### src/rtl/matrix_pkg.sv
// Shared types and sizing helpers for the matrix dot-product engine.
package matrix_pkg;

  typedef enum logic [1:0] {
    IDLE  = 2'd0,
    RUN   = 2'd1,
    DRAIN = 2'd2,
    DONE  = 2'd3
  } state_t;

  function automatic int clog2_int(input int value);
    int r;
    r = 0;
    for (int i = 0; i < 31; i++) begin
      if ((1 << i) < value) r = i + 1;
    end
    return r;
  endfunction

  function automatic int prod_width(input int data_w);
    return 2 * data_w;
  endfunction

  // Lossless sum of n_lanes products needs clog2(n_lanes) extra bits.
  function automatic int tree_width(input int data_w, input int n_lanes);
    return 2 * data_w + clog2_int(n_lanes);
  endfunction

  localparam int DEF_PROD_W = prod_width(8);
  localparam int DEF_TREE_W = tree_width(8, 2);

endpackage

### src/rtl/mult_adder_tree.sv
// N_LANES unsigned multipliers feeding a lossless reduction, registered once (S2).
module mult_adder_tree
  import matrix_pkg::*;
#(
  parameter int N_LANES = 2,
  parameter int DATA_W  = 8,
  parameter int PROD_W  = prod_width(DATA_W),
  parameter int TREE_W  = tree_width(DATA_W, N_LANES)
) (
  input  logic                      clk_i,
  input  logic                      rst_i,
  input  logic                      valid_i,
  input  logic [N_LANES*DATA_W-1:0] a_i,
  input  logic [N_LANES*DATA_W-1:0] b_i,
  output logic                      valid_o,
  output logic [TREE_W-1:0]         sum_o
);

  logic [PROD_W-1:0] prod_c;
  logic [TREE_W-1:0] sum_c;
  logic              valid_q;
  logic [TREE_W-1:0] sum_q;

  // Operands are widened before multiplying so the product is never truncated.
  always_comb begin
    prod_c = '0;
    sum_c  = '0;
    for (int i = 0; i < N_LANES; i++) begin
      prod_c = {{DATA_W{1'b0}}, a_i[i*DATA_W +: DATA_W]} *
               {{DATA_W{1'b0}}, b_i[i*DATA_W +: DATA_W]};
      sum_c  = sum_c + TREE_W'(prod_c);
    end
  end

  always_ff @(posedge clk_i or posedge rst_i) begin
    if (rst_i) begin
      valid_q <= 1'b0;
      sum_q   <= '0;
    end else begin
      valid_q <= valid_i;
      if (valid_i) sum_q <= sum_c;
    end
  end

  assign valid_o = valid_q;
  assign sum_o   = sum_q;

endmodule

### src/rtl/matrix_dot_engine.sv
// Dot-product/accumulate engine: S1 operand regs, S2 product tree, S3 accumulator.
// Define MATRIX_DOT_SAT_EN to clamp the accumulator on carry instead of wrapping.
module matrix_dot_engine
  import matrix_pkg::*;
#(
  parameter int N_LANES = 2,
  parameter int DATA_W  = 8,
  parameter int ACC_W   = 20,
  parameter int LEN_W   = 8
) (
  input  logic                      clock_i,
  input  logic                      reset_i,
  input  logic                      start_i,
  input  logic [LEN_W-1:0]          vec_len_i,
  input  logic                      in_valid_i,
  input  logic [N_LANES*DATA_W-1:0] in_a_i,
  input  logic [N_LANES*DATA_W-1:0] in_b_i,
  output logic                      busy_o,
  output logic                      out_valid_o,
  output logic [ACC_W-1:0]          out_result_o,
  output logic                      done_o,
  output logic                      overflow_o,
  output state_t                    dbg_state_o
);

  localparam int TREE_W = tree_width(DATA_W, N_LANES);
  localparam int SUM_W  = ACC_W + 1;

  state_t                    state_q, state_d;
  logic                      start_acc_c, beat_c;
  logic [LEN_W-1:0]          len_q, cnt_q;
  logic                      drain_q;
  logic                      s1_valid_q;
  logic [N_LANES*DATA_W-1:0] s1_a_q, s1_b_q;
  logic                      s2_valid;
  logic [TREE_W-1:0]         s2_sum;
  logic [SUM_W-1:0]          acc_sum_c;
  logic [ACC_W-1:0]          acc_q, acc_d;
  logic                      ovf_q;
  logic                      out_valid_q;
  logic [ACC_W-1:0]          out_result_q;

  always_comb begin
    state_d     = state_q;
    start_acc_c = 1'b0;
    beat_c      = 1'b0;
    case (state_q)
      IDLE: begin
        if (start_i) begin
          start_acc_c = 1'b1;
          state_d     = (vec_len_i == '0) ? DONE : RUN;
        end
      end
      RUN: begin
        if (in_valid_i) begin
          beat_c = 1'b1;
          if (cnt_q == len_q - LEN_W'(1)) state_d = DRAIN;
        end
      end
      DRAIN:   if (drain_q) state_d = DONE;
      DONE:    state_d = IDLE;
      default: state_d = IDLE;
    endcase
  end

  always_comb begin
    acc_sum_c = {1'b0, acc_q} + SUM_W'(s2_sum);
`ifdef MATRIX_DOT_SAT_EN
    // Once clamped, any further non-zero add carries again, so it stays saturated.
    acc_d = acc_sum_c[ACC_W] ? {ACC_W{1'b1}} : acc_sum_c[ACC_W-1:0];
`else
    acc_d = acc_sum_c[ACC_W-1:0];
`endif
  end

  mult_adder_tree #(
    .N_LANES (N_LANES),
    .DATA_W  (DATA_W)
  ) u_tree (
    .clk_i   (clock_i),
    .rst_i   (reset_i),
    .valid_i (s1_valid_q),
    .a_i     (s1_a_q),
    .b_i     (s1_b_q),
    .valid_o (s2_valid),
    .sum_o   (s2_sum)
  );

  always_ff @(posedge clock_i or posedge reset_i) begin
    if (reset_i) begin
      state_q      <= IDLE;
      len_q        <= '0;
      cnt_q        <= '0;
      drain_q      <= 1'b0;
      s1_valid_q   <= 1'b0;
      s1_a_q       <= '0;
      s1_b_q       <= '0;
      acc_q        <= '0;
      ovf_q        <= 1'b0;
      out_valid_q  <= 1'b0;
      out_result_q <= '0;
    end else begin
      state_q    <= state_d;
      s1_valid_q <= beat_c;
      if (beat_c) begin
        s1_a_q <= in_a_i;
        s1_b_q <= in_b_i;
      end
      if (start_acc_c) begin
        len_q <= vec_len_i;
        cnt_q <= '0;
        acc_q <= '0;
        ovf_q <= 1'b0;
      end else begin
        if (beat_c) cnt_q <= cnt_q + LEN_W'(1);
        if (s2_valid) begin
          acc_q <= acc_d;
          ovf_q <= ovf_q | acc_sum_c[ACC_W];
        end
      end
      // Two DRAIN cycles cover S2 and S3 so DONE sees the final accumulator.
      drain_q     <= (state_q == DRAIN) ? ~drain_q : 1'b0;
      out_valid_q <= (state_q == DONE);
      if (state_q == DONE) out_result_q <= acc_q;
    end
  end

  assign busy_o       = (state_q != IDLE);
  assign out_valid_o  = out_valid_q;
  assign done_o       = out_valid_q;
  assign out_result_o = out_result_q;
  assign overflow_o   = ovf_q;
  assign dbg_state_o  = state_q;

endmodule

### config.mk
export PLATFORM = sky130hd
export DESIGN_NAME = matrix_dot_engine
export DESIGN_NICKNAME = d
export VERILOG_FILES = /design/src/rtl/matrix_pkg.sv /design/src/rtl/mult_adder_tree.sv /design/src/rtl/matrix_dot_engine.sv
export SDC_FILE = /design/constraint.sdc
export NUM_CORES = 1
export LEC_CHECK = 0
export BUFFER_PORTS_ARGS = -buffer_cell sky130_fd_sc_hd__buf_4
export CAP_MARGIN = 10
export CORE_ASPECT_RATIO = 0.7
export CORE_MARGIN = 2
export CORE_UTILIZATION = 27
export CTS_BUF_LIST = sky130_fd_sc_hd__clkbuf_4
export CTS_CLUSTER_DIAMETER = 100
export DETAILED_ROUTE_END_ITERATION = 10
export GPL_TIMING_DRIVEN = 0
export MAX_ROUTING_LAYER = met4
export SYNTH_ARGS = -nofsm -noshare
export SYNTH_HDL_FRONTEND = slang
export SYNTH_HIERARCHICAL = 1
export SYNTH_SLANG_ARGS = --single-unit
### constraint.sdc
create_clock -name clock_i -period 6.6 [get_ports clock_i]
set_clock_uncertainty 0.2 [all_clocks]
set_input_delay 1.32 -clock clock_i [delete_from_list [all_inputs] [get_ports clock_i]]
set_output_delay 1.32 -clock clock_i [all_outputs]
set_load 0.03 [all_outputs]
---- Word-level counts from Yosys, hierarchy flattened ----
Cells that the tools add are included.
word-level totals
  flip-flop bits (word level) ............. 112
  bits of input ports ..................... 44
  logic and storage cells ................. 52
cells by class
  add/sub/neg operators ................... 4
  multipliers ............................. 2
  equal/unequal tests ..................... 8
  mux-type cells .......................... 17
  bitwise gates (word level) .............. 2
  reduce and logical (&&, ||, !) cells .... 6
operators by type and width
  kind                                                                   number
  20-bit two-way mux                                                     2
  8-bit by 8-bit multiplier with 16-bit output                           2
  20-bit by 17-bit adder with 21-bit output                              1
  16-bit by 16-bit adder with 17-bit output                              1
  8-bit two-way mux                                                      2
  2-bit two-way mux                                                      5
  8-bit by 1-bit adder with 8-bit output, second input constant          1
  8-bit equality test                                                    1
  8-bit zero test                                                        1
  2-bit != test, second input constant                                   4
  2-bit one-hot mux with 4 select lines                                  1
  8-bit by 1-bit subtractor with 8-bit output, second input constant     1
  1-bit two-way mux                                                      7
  2-bit nonzero test                                                     3
  2-bit equality test, second input constant                             2
  4-bit AND reduction                                                    1
  2-bit by 1-bit equality test with 1-bit output, second input constant  1
  2-bit zero test                                                        1
  1-bit inverter                                                         1
  1-bit OR                                                               1

---- Logic depth before layout (Yosys ltp) ----
Gate-level depths: netlist (run 1).
  depth after elaboration ................. 5
  gate-level depth with buffers ........... 19
  gate-level depth less buffers ........... 19

---- Modules after synthesis ----
The synthesis (run 1) kept the hierarchy.
by module, submodules not included
  module             times used  cells an instance  area an instance (µm²)  sequential area each (µm²)
  mult_adder_tree    1           557                5,196.2                 450.4
  matrix_dot_engine  1           454                4,875.9                 2,352.3

---- Worst setup path before layout (run 1) ----
OpenSTA, ideal clock, no wires.
  kind .................................... register to register
  start point ............................. reg s1_b_q[4]
  end point ............................... reg u_tree.sum_q[16], in the netlist u_tree/sum_o[16]
  library setup time ...................... 94 ps
  data arrival time ....................... 4,957 ps
  setup slack ............................. 1,350 ps
  stages on the path, launching flop included .. 18
  path buffers ............................ 0
  period minus slack after synthesis ...... 5,250 ps
  cell sequence ........................... dfrtp_1 > and2_1 > fa_1 > inv_1 > fa_1 > inv_1 > fa_1 > fa_1 > fa_1 > inv_1 > fa_1 > inv_1 > ha_1 > o21a_1 > o21ai_0 > and2_1 > a211o_1 > a211oi_1
between the ends
  longest elaborated chain between the ends .. 2
ends and longest elaborated chain
  element                                       RTL line                  text
  from (decl)                                   matrix_dot_engine.sv:34   logic [N_LANES*DATA_W-1:0] s1_a_q, s1_b_q;
  from (signal assigned)                        matrix_dot_engine.sv:107  s1_b_q <= in_b_i;
  8-bit by 8-bit multiplier with 16-bit output  mult_adder_tree.sv:29     prod_c = {{DATA_W{1'b0}}, a_i[i*DATA_W +: DATA_W]} *
  16-bit by 16-bit adder with 17-bit output     mult_adder_tree.sv:31     sum_c = sum_c + TREE_W'(prod_c);
  to (signal assigned)                          mult_adder_tree.sv:41     if (valid_i) sum_q <= sum_c;
  to (decl)                                     mult_adder_tree.sv:22     logic [TREE_W-1:0] sum_q;
No other way between the ends.
A chain may end at the register's enable or synchronous reset.

---- Worst setup path in the final report (run 1) ----
  start point ............................. reg s1_a_q[12]
  end point ............................... reg u_tree.sum_q[14], in the netlist u_tree/sum_o[14]
between the ends
  longest elaborated chain between the ends .. 2
ends and longest elaborated chain
  element                                       RTL line                  text
  from (decl)                                   matrix_dot_engine.sv:34
  from (signal assigned)                        matrix_dot_engine.sv:106  s1_a_q <= in_a_i;
  8-bit by 8-bit multiplier with 16-bit output  mult_adder_tree.sv:29
  16-bit by 16-bit adder with 17-bit output     mult_adder_tree.sv:31
No other way between the ends.

==> flow_summary.json, run 1 <==
{
  "maxSlewHeadroom": 0.493,
  "grt_pass1_wl_mm": 41.2,
  "synth-async-reset-ratio": 1.00,
  "post_cts_resized": 0,
  "clk_latency_ps": 530,
  "worstPathArrival_ps": 5940,
  "max_cap_violations": 0,
  "cts.hold.buffers_added": 0,
  "synth_area_um2": 10100,
  "rows": 59,
  "coreArea_um2": 37000,
  "max_stage_delay_ps": 580,
  "hold_viol_final": 0,
  "postCtsSetupRepairBufs": 0,
  "worst_setup_path_start_kind": "flop",
  "cpMostUsedCell": "fa_1",
  "drive_gt1_frac": 0.151,
  "period_share": 0.867,
  "wl_per_cell_um": 15.2,
  "setup_tns_ps": 0,
  "slew_viol_final": 0,
  "ys_warn_count": 6,
  "place_hpwl_mm": 19.5,
  "start_util": 0.272,
  "die_area_um2": 38900,
  "fill_cells": 3852,
  "cp_max_fo": 9,
  "antennaDiodeCount": 0,
  "crit_required_ps": 6820,
  "drt-total-wl_mm": 24.1,
  "period_needed_ps": 5720,
  "dr_total_vias": 7389,
  "fp.dieW_um": 235,
  "synth_area_per_cell_um2": 9.96,
  "crit_chain": "nand2_1, fa_1, inv_1, fa_1, inv_1, fa_1, fa_1, fa_1, inv_1, fa_1, ha_1, clkbuf_1, nand2_1, o21ai_0, a21oi_1, nand4_1, o311ai_0",
  "dr.pass1.iters": 5,
  "htree_num_levels": 3,
  "overflow": 0,
  "drt-initial-drc-count": 403,
  "cts-root-buf": "clkbuf_4",
  "grt_max_degree": 67,
  "synth.distinct_cells": 72,
  "fin_nets": 1323,
  "grt_pass1_vias": 7781,
  "final-setup-viol-count": 0,
  "cts_made_buffers": 9,
  "critPathCaptureType": "flop",
  "grt_use_total": 0.137,
  "yosysTopAreaCellShare": 0.278,
  "multi_input_area_um2": 6580,
  "worst_slew_pin_slew_ps": 741,
  "ant_nets": 0,
  "die_y_um": 166,
  "avgViaCountPerCell": 4.66,
  "drc": 0,
  "cpMaxStageDelayCell": "dfrtp_1",
  "antenna_found_initial": 0,
  "fmax_mhz": 175,
  "yosysSeqAreaShare": 0.278,
  "worstHoldPathType": "reg2reg",
  "outcome": "finished, final reports clean",
  "io_buffers": 69,
  "yosysTopAreaCell": "dfrtp_1",
  "synthFlopType": "dfrtp_1",
  "synth_edf_count": 0,
  "syn-num-nets": 1242,
  "place_congestion": 0.893,
  "syn_inst": 1011,
  "cts.clk_slew.worst_paths_ps": 190,
  "ys_ff_latch": 112,
  "critical_path_class": "reg2reg",
  "rsz0062_at_grt": "no",
  "clock_path_buffers": 2,
  "clkSinkCount": 112,
  "cts_tree": "built",
  "seqCellArea_um2": 2800,
  "synth.area.top_cells": "dfrtp_1 (28%), fa_1 (19%), ha_1 (11%)",
  "boundaryPins": 70,
  "area_delta_synth_final_pct": 12.7
}
## state kept, by name, summed over array words and instances, names as in the netlist
| register | flops |
|---|---|
| cnt_q | 8 |
| len_q | 8 |
| out_result_o | 20 |
| drain_q | 1 |
| u_tree/sum_o | 17 |
| s1_b_q | 16 |
| s1_a_q | 16 |
| dbg_state_o | 2 |
| acc_q | 20 |
| u_tree/valid_o | 1 |
| s1_valid_q | 1 |
| done_o | 1 |
| overflow_o | 1 |
## cells in the final DEF (no fill, tap or decap), types with 4 or more instances in the layout
master,netlist,routed
a211oi_1,11,11
a21o_1,11,11
a21oi_1,36,36
a31oi_1,5,5
and2_1,81,81
and3_1,4,4
buf_4,1,70
clkbuf_1,19,19
clkbuf_4,0,10
dfrtp_1,112,112
fa_1,98,98
ha_1,89,89
inv_1,152,151
mux2_2,59,59
mux2i_1,10,10
nand2_1,105,105
nand3_1,15,15
nand3b_1,5,5
nand4_1,11,11
nor2_1,39,39
nor2b_1,6,6
nor3_1,9,9
nor3b_1,4,4
o21ai_0,28,28
o21bai_1,4,4
o31ai_1,4,4
xnor2_1,15,15
xor2_1,12,12
## worst max-delay path: cells and delay by family (launching register included)
family | cells | cell delay (ps)
AND/OR/NAND/NOR | 3 | 330
AO/OA/AOI/OAI | 3 | 700
flip-flops | 1 | 580
buffers and inverters | 4 | 470
adder cells (fa/ha/maj) | 7 | 3340
## final timing paths
check                              endpoint  cells past startpoint  slack (ps)       start
setup / recovery           u_tree/sum_o[14]                     17         880  s1_a_q[12]
hold / removal                      drain_q                      1         230     drain_q
setup reg to reg           u_tree/sum_o[14]                     17         880  s1_a_q[12]
hold reg to reg                     drain_q                      1         230     drain_q
max in group asynchronous        s1_a_q[15]                      3        4920     reset_i
min in group asynchronous   out_result_o[2]                      2         570     reset_i
## layer usage
layer  track usage  up-vias  wire length, um
met3        0.0228       10             1140
met4        0.0233        0              180
met1         0.195     3690            12200
met2         0.206      181            10500
li1              -     3508                -
met5             -        -                0
## stage by stage
| stage | hold WS (ps) | area [um^2] | setup WS (ps) | cells | util |
|---|---|---|---|---|---|
| detailed placement | 204 | 11200 | 945 | 1569 | 0.304 |
| floorplan | 188 | 10100 | 1350 | 1011 | - |
| CTS | 232 | 11400 | 892 | 1585 | 0.307 |
| global placement | 202 | 11200 | 977 | 1568 | 0.303 |
| finish | 225 | 11400 | 878 | 1585 | 0.307 |
| global route | 257 | 11400 | 561 | 1585 | 0.307 |
## final cells by class
class / instances / share of cell area
sequential: 112 / 0.247
inverter: 152 / 0.0505
clock inverter: 6 / 0.00441
tap: 488 / 0.0538
multi-input combinational: 722 / 0.579
timing repair buffer: 70 / 0.0480
clock buffer: 10 / 0.00661
buffer: 25 / 0.0107
## cells in the mapped netlist (3+ instances only)
cell type  instances
a211o_1            3
a211oi_1          11
a21o_1            11
a21oi_1           36
a31oi_1            5
and2_1            81
and3_1             4
buf_6              3
clkbuf_1          19
dfrtp_1          112
fa_1              98
ha_1              89
inv_1            152
mux2_2            59
mux2i_1           10
nand2_1          105
nand2b_1           3
nand3_1           15
nand3b_1           5
nand4_1           11
nor2_1            39
nor2b_1            6
nor3_1             9
nor3b_1            4
o21a_1             3
o21ai_0           28
o21bai_1           4
o31ai_1            4
or3_1              3
xnor2_1           15
xor2_1            12
## logic make-up (layout without fill, tap and decap cells)
family,after synthesis,count (layout),share of synthesized area
simple gates,299,299,0.152
fa+ha+maj,187,187,0.305
flops,112,112,0.278
buf+inv,177,263,0.0687
compound gates,139,139,0.0953
mux,70,70,0.0774
xor+xnor,27,27,0.0235
Power of run 1 is not shown: default switching activity piles up to over one toggle a cycle in this logic, so the estimate is an artifact.
==> run 2, diff against run 1 <==
--- a/config.mk
+++ b/config.mk
@@ -8,7 +8,7 @@
 export BUFFER_PORTS_ARGS = -buffer_cell sky130_fd_sc_hd__buf_4
 export CAP_MARGIN = 10
 export CORE_ASPECT_RATIO = 0.7
-export CORE_MARGIN = 2
+export CORE_MARGIN = 1
 export CORE_UTILIZATION = 27
 export CTS_BUF_LIST = sky130_fd_sc_hd__clkbuf_4
 export CTS_CLUSTER_DIAMETER = 100
==> run 2 against run 1 <==
Against the previous run: final area up 0.39%; count of clock-buffer cells in the layout down 1; largest cell class unchanged; non-clock buffer count unchanged; via count up 0.34%; first-iteration DRC count up 29%; cell count down 0.50%.
==> flow_summary.json, run 2 (synthesized netlist as in run 1, its figures left out) <==
{
  "worstPathArrival_ps": 6010,
  "slew_viol_final": 0,
  "period_share": 0.874,
  "drt-initial-drc-count": 520,
  "fmax_mhz": 173,
  "place_congestion": 0.873,
  "rows": 58,
  "drt-total-wl_mm": 24.3,
  "worstHoldPathType": "reg2reg",
  "layout_commonest_cell": "inv_1",
  "antennaDiodeCount": 0,
  "place_hpwl_mm": 19.8,
  "period_needed_ps": 5770,
  "multi_input_area_um2": 6580,
  "antenna_found_initial": 0,
  "die_area_um2": 38100,
  "clkSinkCount": 112,
  "hold_viol_final": 0,
  "place_ws_ps": 880,
  "fin_ws_ps": 833,
  "worst_setup_path_start_kind": "flop",
  "cp_max_fo": 9,
  "grt_pass1_vias": 7612,
  "final-setup-viol-count": 0,
  "wl_per_cell_um": 15.4,
  "timing.hold.ws_ps": 230,
  "setup_tns_ps": 0,
  "area_delta_synth_final_pct": 13.2,
  "hp-start": "drain_q",
  "start_util": 0.277,
  "final_cell_mix": "inv_1 (151), dfrtp_1 (112), nand2_1 (105)",
  "dr_total_vias": 7414,
  "outcome": "finished, final reports clean",
  "cts_tree": "built",
  "clk_latency_ps": 530,
  "max_cap_violations": 0,
  "die_y_um": 164,
  "worst_slew_pin_slew_ps": 820,
  "fin_nets": 1323,
  "critPathCaptureType": "flop",
  "ant_nets": 0,
  "placed_area_um2": 11200,
  "cts.clk_slew.worst_paths_ps": 190,
  "avgViaCountPerCell": 4.70,
  "cts-root-buf": "clkbuf_4",
  "startpoint": "s1_b_q[4]",
  "post_cts_resized": 0,
  "overflow": 0,
  "clock_path_buffers": 2,
  "grt_pass1_wl_mm": 41.3,
  "cts_made_buffers": 9,
  "timing.rr.start": "s1_b_q[4]",
  "grt_max_degree": 68,
  "drive_gt1_frac": 0.151,
  "rsz0062_at_grt": "no",
  "htree_num_levels": 3,
  "postCtsSetupRepairBufs": 0,
  "fin_area_um2": 11400,
  "critical_path_class": "reg2reg",
  "maxSlewHeadroom": 0.453,
  "fp.dieW_um": 233,
  "drc": 0,
  "boundaryPins": 70,
  "io_buffers": 69,
  "coreArea_um2": 36400,
  "seqCellArea_um2": 2800,
  "crit_required_ps": 6850,
  "cts.hold.buffers_added": 0,
  "dr.pass1.iters": 5,
  "fill_cells": 3767,
  "grt_use_total": 0.142
}
[run 2: cell count changes in the layout (fill, tap and decap cells not counted), sizes merged]
cell	previous run	this run
clkinvlp	1	0
clkbuf	29	28
bufinv	0	2
[run 2: layout make-up]
| cell class | instances | share of cell area |
|---|---|---|
| multi-input cells | 722 | 0.577 |
| flip-flops and latches | 112 | 0.246 |
| well taps | 480 | 0.0527 |
| inverters | 152 | 0.0503 |
| repair buffers | 70 | 0.0479 |
| plain buffers | 25 | 0.0106 |
| clock inverters | 7 | 0.00977 |
| clock buffers | 9 | 0.00593 |
[run 2: stage by stage]
step                std cells  utilization
detailed placement       1561        0.309
finish                   1577        0.314
floorplan                1011            -
global route             1577        0.314
CTS                      1577        0.314
global placement         1560        0.308
[run 2: final timing paths]
| kind | end | slack (ps) | cells past startpoint |
|---|---|---|---|
| setup reg to reg | u_tree/sum_o[11] | 830 | 17 |
| setup / recovery | u_tree/sum_o[11] | 830 | 17 |
| min in group asynchronous | acc_q[0] | 570 | 2 |
| max in group asynchronous | s1_a_q[7] | 4920 | 3 |
| hold / removal | drain_q | 230 | 1 |
| hold reg to reg | drain_q | 230 | 1 |
[run 2: metal layers]
layer | up-vias | routed length, um | track usage
li1 | 3509 | - | -
met1 | 3713 | 12600 | 0.215
met2 | 178 | 10200 | 0.201
met3 | 14 | 1190 | 0.0208
met4 | 0 | 208 | 0.0220
met5 | - | 0 | -
[run 2: worst max-delay path: stages (launching register included)]
cell and delay, ps:
dfrtp_1 570, and2_1 260, fa_1 530, inv_1 50
fa_1 470, inv_1 50, fa_1 520, fa_1 460
fa_1 550, inv_1 50, fa_1 520, inv_1 40
ha_1 390, nand2_1 70, o21ai_0 460, a41oi_2 70
xnor2_1 160, mux2_4 260
Power of run 2 is left out for the same reason.
==> run 3, diff against run 2 <==
--- a/config.mk
+++ b/config.mk
@@ -5,6 +5,7 @@
 export SDC_FILE = /design/constraint.sdc
 export NUM_CORES = 1
 export LEC_CHECK = 0
+export ABC_AREA = 1
 export BUFFER_PORTS_ARGS = -buffer_cell sky130_fd_sc_hd__buf_4
 export CAP_MARGIN = 10
 export CORE_ASPECT_RATIO = 0.7
==> run 3 against run 2 <==
Against the previous run: critical path depth is 2 higher; area after synthesis increased by 3.8%; largest cell class unchanged; cell count increased by 24%.
==> flow_summary.json, run 3 <==
{
  "setup_tns_ps": 0,
  "syn-num-nets": 1613,
  "synth_area_per_cell_um2": 7.57,
  "yosysTopAreaCellShare": 0.268,
  "fp.dieW_um": 237,
  "cts-root-buf": "clkbuf_4",
  "htree_num_levels": 3,
  "fin_nets": 1694,
  "cts.hold.buffers_added": 0,
  "reg2regPathDepth": 19,
  "outcome": "finished, final reports clean",
  "timing.rr.start": "s1_a_q[12]",
  "clk_latency_ps": 530,
  "avgViaCountPerCell": 4.32,
  "yosysSeqAreaShare": 0.268,
  "synth_area_um2": 10500,
  "worstHoldPathType": "reg2reg",
  "slew_viol_final": 0,
  "place_hpwl_mm": 20.8,
  "grt_max_degree": 66,
  "hold_viol_final": 0,
  "synth_edf_count": 0,
  "post-route-util": 0.312,
  "drc": 0,
  "die_area_um2": 39500,
  "cts.clk_slew.worst_paths_ps": 190,
  "ant_nets": 0,
  "yosys-top-cells-count": "nand2_1 (449), inv_1 (300), dfrtp_1 (112), fa_1 (98), ha_1 (89)",
  "layout_commonest_cell": "nand2_1",
  "drt-total-wl_mm": 24.8,
  "start_util": 0.278,
  "final_cell_mix": "nand2_1 (449), inv_1 (299), dfrtp_1 (112)",
  "final-setup-viol-count": 0,
  "post_cts_resized": 0,
  "hp-start": "drain_q",
  "critPathCaptureType": "flop",
  "synth.distinct_cells": 43,
  "area_delta_synth_final_pct": 12.4,
  "antenna_found_initial": 0,
  "maxSlewHeadroom": 0.519,
  "overflow": 0,
  "place_congestion": 0.912,
  "timing.hold.ws_ps": 228,
  "critical_path_class": "reg2reg",
  "clkSinkCount": 112,
  "ys_warn_count": 6,
  "rows": 59,
  "worst_slew_pin_slew_ps": 721,
  "cpMostUsedCell": "fa_1",
  "r2r-end": "u_tree/sum_o[14]",
  "fmax_mhz": 179,
  "die_y_um": 167,
  "postCtsSetupRepairBufs": 0,
  "drt-initial-drc-count": 494,
  "crit_family": "adder cells",
  "cts_made_buffers": 9,
  "ys_ff_latch": 112,
  "worst_setup_path_start_kind": "flop",
  "cpMaxStageDelayCell": "fa_1",
  "synth.most_common_cell": "nand2_1",
  "dr.pass1.iters": 5,
  "grt_pass1_vias": 8836,
  "yosysTopAreaCell": "dfrtp_1",
  "period_needed_ps": 5600,
  "wl_per_cell_um": 12.7,
  "io_buffers": 69,
  "grt_pass1_wl_mm": 43.3,
  "period_share": 0.848,
  "crit_chain": "clkbuf_1, nand2_1, fa_1, inv_1, fa_1, inv_1, fa_1, fa_1, fa_1, inv_1, fa_1, ha_1, nand2_1, nor2_1, nand3_1, nand3_1, nand2_1, nand3_1, nand2_1",
  "dr_total_vias": 8447,
  "synth-async-reset-ratio": 1.00,
  "hold_depth": 1,
  "crit_required_ps": 6830,
  "hold_path_end": "drain_q",
  "boundaryPins": 70,
  "cts_tree": "built",
  "synth.area.top_cells": "dfrtp_1 (27%), fa_1 (19%), nand2_1 (16%)",
  "worstPathArrival_ps": 5820,
  "cp_max_fo": 8,
  "reg2reg_setup_slack_ps": 1000,
  "clock_path_buffers": 2,
  "grt_use_total": 0.140,
  "drive_gt1_frac": 0.101,
  "max_stage_delay_ps": 550,
  "rsz0062_at_grt": "no",
  "coreArea_um2": 37600,
  "critPathBufInv": 4,
  "max_cap_violations": 0,
  "syn_inst": 1382,
  "synthFlopType": "dfrtp_1"
}
==> run 3: changes by cell type after synthesis, moves of 11 or more <==
cell / before / now
o21ai_1: 1 / 19
clkbuf_1: 19 / 35
mux2_2: 59 / 8
nand2_1: 105 / 449
inv_1: 152 / 300
nand3_1: 15 / 42
a21oi_1: 36 / 48
a211oi_1: 11 / 0
nor2_1: 39 / 59
and2_1: 81 / 1
==> run 3: worst max-delay path by stage <==
stage          startpoint          endpoint  slack [ps]  depth (start not counted)
5_1_grt        s1_b_q[15]  u_tree/sum_o[14]         710                         19
6_report       s1_a_q[12]  u_tree/sum_o[14]        1000                         19
2_1_floorplan  s1_a_q[12]  u_tree/sum_o[16]        1480                         20
4_1_cts        s1_a_q[12]  u_tree/sum_o[16]        1010                         20
3_3_place_gp   s1_a_q[12]  u_tree/sum_o[16]        1080                         20
3_5_place_dp   s1_a_q[12]  u_tree/sum_o[16]        1040                         20
==> run 3: cell type report <==
class                           instances  area [um^2]
Sequential cell                       112         2800
Clock inverter                          7         62.6
Fill cell                            4032        25900
Antenna cell                            1         2.50
Clock buffer                            9         67.6
Timing Repair Buffer                   70          546
Multi-Input combinational cell        910         6280
Tap cell                              488          611
Buffer                                 50          208
Inverter                              310         1170
==> run 3: cell families (layout without fill, tap and decap cells) <==
group,count (synthesis),count (layout),share of synthesized area
buffers and inverters,360,446,0.131
adders and majority gates,187,187,0.294
and+or+nand+nor,596,596,0.232
AOI/OAI and AO/OA,108,108,0.0564
xor gates and xnor gates,11,11,0.00922
other,0,1,0
muxes,8,8,0.00862
DFF,112,112,0.268
==> run 3: routing by layer <==
metal,GRT usage,share of wire,vias up
met4,0.0353,0.018,0
met3,0.0176,0.038,26
met2,0.210,0.42,146
li1,-,-,4265
met1,0.197,0.52,4010
met5,-,0,-
==> run 3: stage by stage <==
stage	area, um^2	instances	setup WS, ps
6_report	11700	1957	1000
4_1_cts	11700	1956	1010
3_3_place_gp	11600	1939	1080
3_5_place_dp	11600	1940	1040
5_1_grt	11700	1956	706
2_1_floorplan	10500	1382	1480
Power of run 3 is left out for the same reason.
